`src/rtl/regfile_param.sv`:
```
// Parametrised 2R/1W register file: registered reads with write-first bypass, read stall hold,
// and a post-reset init sequencer that clears the array. Optional macro: REGFILE_ZERO_REG_EN.
module regfile_param #(
  parameter int                 DATA_W    = 32,
  parameter int                 ADDR_W    = 5,
  parameter logic [DATA_W-1:0]  RESET_VAL = '0
) (
  input  logic              clk,
  input  logic              rst,
  input  logic              write_en,
  input  logic [ADDR_W-1:0] write_reg,
  input  logic [DATA_W-1:0] write_data,
  input  logic              read_en,
  input  logic [ADDR_W-1:0] read_reg1,
  input  logic [ADDR_W-1:0] read_reg2,
  output logic [DATA_W-1:0] data_out1,
  output logic [DATA_W-1:0] data_out2,
  output logic              busy
);

  localparam int                DEPTH    = 2 ** ADDR_W;
  localparam logic [ADDR_W-1:0] LAST_PTR = ADDR_W'(DEPTH - 1);

  typedef enum logic {ST_INIT, ST_RUN} state_t;

  state_t            state;
  state_t            state_next;
  logic [ADDR_W-1:0] init_ptr;
  logic [DATA_W-1:0] mem [DEPTH];

  logic              run;
  logic              wr_ok;
  logic              mem_we;
  logic [ADDR_W-1:0] mem_waddr;
  logic [DATA_W-1:0] mem_wdata;
  logic [DATA_W-1:0] rd1_val;
  logic [DATA_W-1:0] rd2_val;

  // State register and init pointer; rst restarts the full clear sequence.
  always_ff @(posedge clk or posedge rst) begin
    if (rst) begin
      state    <= ST_INIT;
      init_ptr <= '0;
    end else begin
      state <= state_next;
      if (state == ST_INIT) init_ptr <= init_ptr + ADDR_W'(1);
    end
  end

  // The edge that clears the last entry also moves to RUN.
  always_comb begin
    state_next = state;
    if (state == ST_INIT && init_ptr == LAST_PTR) state_next = ST_RUN;
  end

  // write_en and read_en are single-cycle strobes sampled on the rising edge; there is no
  // back-pressure, and both are ignored while busy is high.
  always_comb begin
    busy  = (state == ST_INIT);
    run   = (state == ST_RUN);
`ifdef REGFILE_ZERO_REG_EN
    wr_ok = run && write_en && (write_reg != '0);
`else
    wr_ok = run && write_en;
`endif
    mem_we    = wr_ok || (busy && !rst);
    mem_waddr = busy ? init_ptr  : write_reg;
    mem_wdata = busy ? RESET_VAL : write_data;
  end

  // Write-first bypass per port; under the zero-register option entry 0 always reads as 0.
  always_comb begin
    rd1_val = (wr_ok && write_reg == read_reg1) ? write_data : mem[read_reg1];
    rd2_val = (wr_ok && write_reg == read_reg2) ? write_data : mem[read_reg2];
`ifdef REGFILE_ZERO_REG_EN
    if (read_reg1 == '0) rd1_val = '0;
    if (read_reg2 == '0) rd2_val = '0;
`endif
  end

  always_ff @(posedge clk) begin
    if (mem_we) mem[mem_waddr] <= mem_wdata;
  end

  always_ff @(posedge clk or posedge rst) begin
    if (rst) begin
      data_out1 <= '0;
      data_out2 <= '0;
    end else if (run && read_en) begin
      data_out1 <= rd1_val;
      data_out2 <= rd2_val;
    end
  end

endmodule
```
`config.mk`:
```
export PLATFORM = sky130hd
export DESIGN_NAME = regfile_param
export DESIGN_NICKNAME = d
export VERILOG_FILES = /design/src/rtl/regfile_param.sv
export SDC_FILE = /design/constraint.sdc
export NUM_CORES = 1
export LEC_CHECK = 0
export CORE_UTILIZATION = 40
export CTS_CLUSTER_SIZE = 40
export DETAILED_ROUTE_END_ITERATION = 8
export PLACE_DENSITY = 0.56
export SLEW_MARGIN = 20
export SYNTH_ARGS = -nofsm -noshare
export SYNTH_HDL_FRONTEND = slang
export SYNTH_SLANG_ARGS = --single-unit
export TNS_END_PERCENT = 10
```
`constraint.sdc`:
```
create_clock -name clk -period 3.9 [get_ports clk]
set_input_delay 0.585 -clock clk [delete_from_list [all_inputs] [get_ports clk]]
set_output_delay 0.585 -clock clk [all_outputs]
set_load 0.005 [all_outputs]
```
==> impl_metrics.json <==
{
  "status": "complete, no violations",
  "nets": 2723,
  "clock-sinks": 1094,
  "grt_overflow": 0,
  "rsz0062_at_grt": "no",
  "cts_buffer_depth": 3,
  "hpwl_um": 98500,
  "io_buffers": 115,
  "cts.clk_slew.worst_paths_ns": 0.06,
  "cp_top_family": "compound AO/OA/AOI/OAI gates",
  "crit_buf_inv": 1,
  "synth_fp_nets": 2527,
  "synth-seq-cells": 1094,
  "post-route-period-util": 0.856,
  "setup_tns_ns": 0,
  "slew_viol_final": 0,
  "crit_path_max_fanout": 23,
  "place.gp.congestion": 0.858,
  "dieWidth_um": 353,
  "cts_setup_buffers": 0,
  "synthFlopType": "edfxtp_1",
  "fin_util": 0.470,
  "grt_max_degree": 70,
  "syn-cell-area_sq_mm": 0.0492,
  "max_stage_delay_ns": 0.85,
  "wl_um": 161000,
  "cp-start-kind": "register",
  "max_freq_mhz": 299,
  "synth.top_cell.area_share": 0.625,
  "worst_pin_slew_ns": 1.10,
  "vias_per_cell": 6.61,
  "critPathSlowestCell": "dfrtp_2",
  "ys_top_cells_by_area": "edfxtp_1 63%, mux4_2 23%, dfrtp_1 3.6%",
  "clk-insertion-delay-late_ns": 0.72,
  "relSlewSlack": 0.269,
  "p_per_area_mw_per_mm2": 465,
  "wl_per_cell_um": 36.7,
  "ctsRootBufferMaster": "clkbuf_16",
  "cp.required_ns": 4.54,
  "num_io_pins": 116,
  "initial_core_util": 0.403,
  "crit_chain": "mux2i_4, xnor2_1, nor2_1, a21oi_4, buf_4, a221o_1",
  "cts-hold-fix-buffers": 0,
  "antenna_cells": 0,
  "async_reset_ff_frac": 0.0640,
  "firstDrtPassIters": 7,
  "post-route-min-period_ns": 3.34,
  "cap_violations": 0,
  "final_common_cell": "edfxtp_1",
  "skew_ns": 0.0242,
  "leakage_nw": 17.8,
  "antenna_found_initial": 2,
  "cp-end-kind": "register",
  "final_cell_mix": "1024 x edfxtp_1, 512 x mux4_2, 256 x o22ai_1",
  "yosysSeqAreaShare": 0.661,
  "synth_cell_type_count": 42,
  "syn_area_per_cell_sq_um": 19.9,
  "drc": 0,
  "synthCells": 2474,
  "grt_pass1_vias": 29900,
  "setup_viol": 0,
  "drive_gt1_frac": 0.336,
  "synth_top_area_cell": "edfxtp_1",
  "htree_levels": 3,
  "arrival_ns": 3.97,
  "crit_type": "reg2reg",
  "ant_nets": 0,
  "cts_made_buffers": 113,
  "cts_tree": "built",
  "synth_edf_count": 1024,
  "route.vias.total": 29100,
  "dieArea_sq_mm": 0.124,
  "min_path_type": "in2async",
  "grt.total_usage": 0.259,
  "cts_resized": 0,
  "grt_first_pass_wirelength_um": 228000,
  "rows": 128,
  "finalHoldViolations": 0,
  "core_sq_mm": 0.122,
  "ir_drop_v": 0.000368,
  "yosys_warnings": 0,
  "syn_to_final_growth_pct": 16.5,
  "die_y_um": 353,
  "drt_iter0_drc": 3783
}
[final timing paths]
check	start	to	slack (ns)	depth (start not counted)
max	run	data_out1[24]	0.56	6
min	rst	init_ptr[2]	0.33	2
max reg2reg	run	data_out1[24]	0.56	6
min reg2reg	data_out2[4]	data_out2[4]	0.53	2
max in group asynchronous	rst	data_out2[15]	2.64	3
min in group clk	data_out2[4]	data_out2[4]	0.53	2
[kinds of logic after synthesis]
| group | count (synthesis) | synth area share |
|---|---|---|
| AND/OR/NAND/NOR | 243 | 0.0280 |
| XOR/XNOR | 13 | 0.00232 |
| adder cells (fa/ha/maj) | 2 | 0.000509 |
| multiplexers | 522 | 0.237 |
| flip-flops | 1094 | 0.661 |
| buffers and inverters | 211 | 0.0203 |
| AO/OA/AOI/OAI | 389 | 0.0505 |
[flip-flops by register name (all words and copies together), names as in the netlist]
signal and flops:
data_out2 32, mem 1024, init_ptr 5, data_out1 32, run 1
[synthesized netlist by cell type, types with 2 or more instances]
library cell	count
buf_4	23
nand2_1	11
clkbuf_1	102
mux2i_4	3
a31oi_1	32
buf_1	27
a221o_1	32
nand3b_1	9
nor4_1	63
nor2_1	68
edfxtp_1	1024
or3b_1	9
or3_1	5
o21ai_1	32
dfrtp_1	70
and3_1	2
mux4_2	512
buf_2	49
inv_1	2
a21oi_1	33
o22ai_1	256
nand3_1	5
xnor2_1	12
mux2_2	5
ha_1	2
and2_1	63
buf_6	8
[stage by stage]
| stage | power [mW] | cells | hold slack, ns | area (sq um) | worst slack, ns |
|---|---|---|---|---|---|
| after CTS | 26.8 | 4393 | 0.334 | 57200 | 0.604 |
| after global routing | 27.3 | 4395 | 0.381 | 57300 | 0.566 |
| after detailed placement | 15.6 | 4178 | 0.521 | 53400 | 0.483 |
| final | 26.6 | 4395 | 0.335 | 57300 | 0.561 |
| after floorplan | 14.6 | 2474 | 0.505 | 49200 | 0.719 |
| after global placement | 15.6 | 4178 | 0.519 | 53400 | 0.513 |
[layer usage]
layer	GRT usage	part of all wire
met5	0	0.000081
met4	0.0945	0.037
met3	0.0417	0.088
met2	0.417	0.48
met1	0.358	0.39
[layout make-up]
type	instances	area, sq um
clock buffer	138	3020
clock inverter	77	836
fill	10000	64600
inverter	2	10.0
multi-input combinational	1169	16000
sequential	1094	32500
tap	1625	2030
timing repair buffer	290	2910
[power by group]
group / switching [mW] / internal [mW] / total (mW)
Clock: 4.69 / 6.57 / 11.3
Combinational: 1.29 / 0.996 / 2.29
Sequential: 0.125 / 13.0 / 13.1
Power figures use the tool's default switching activity.
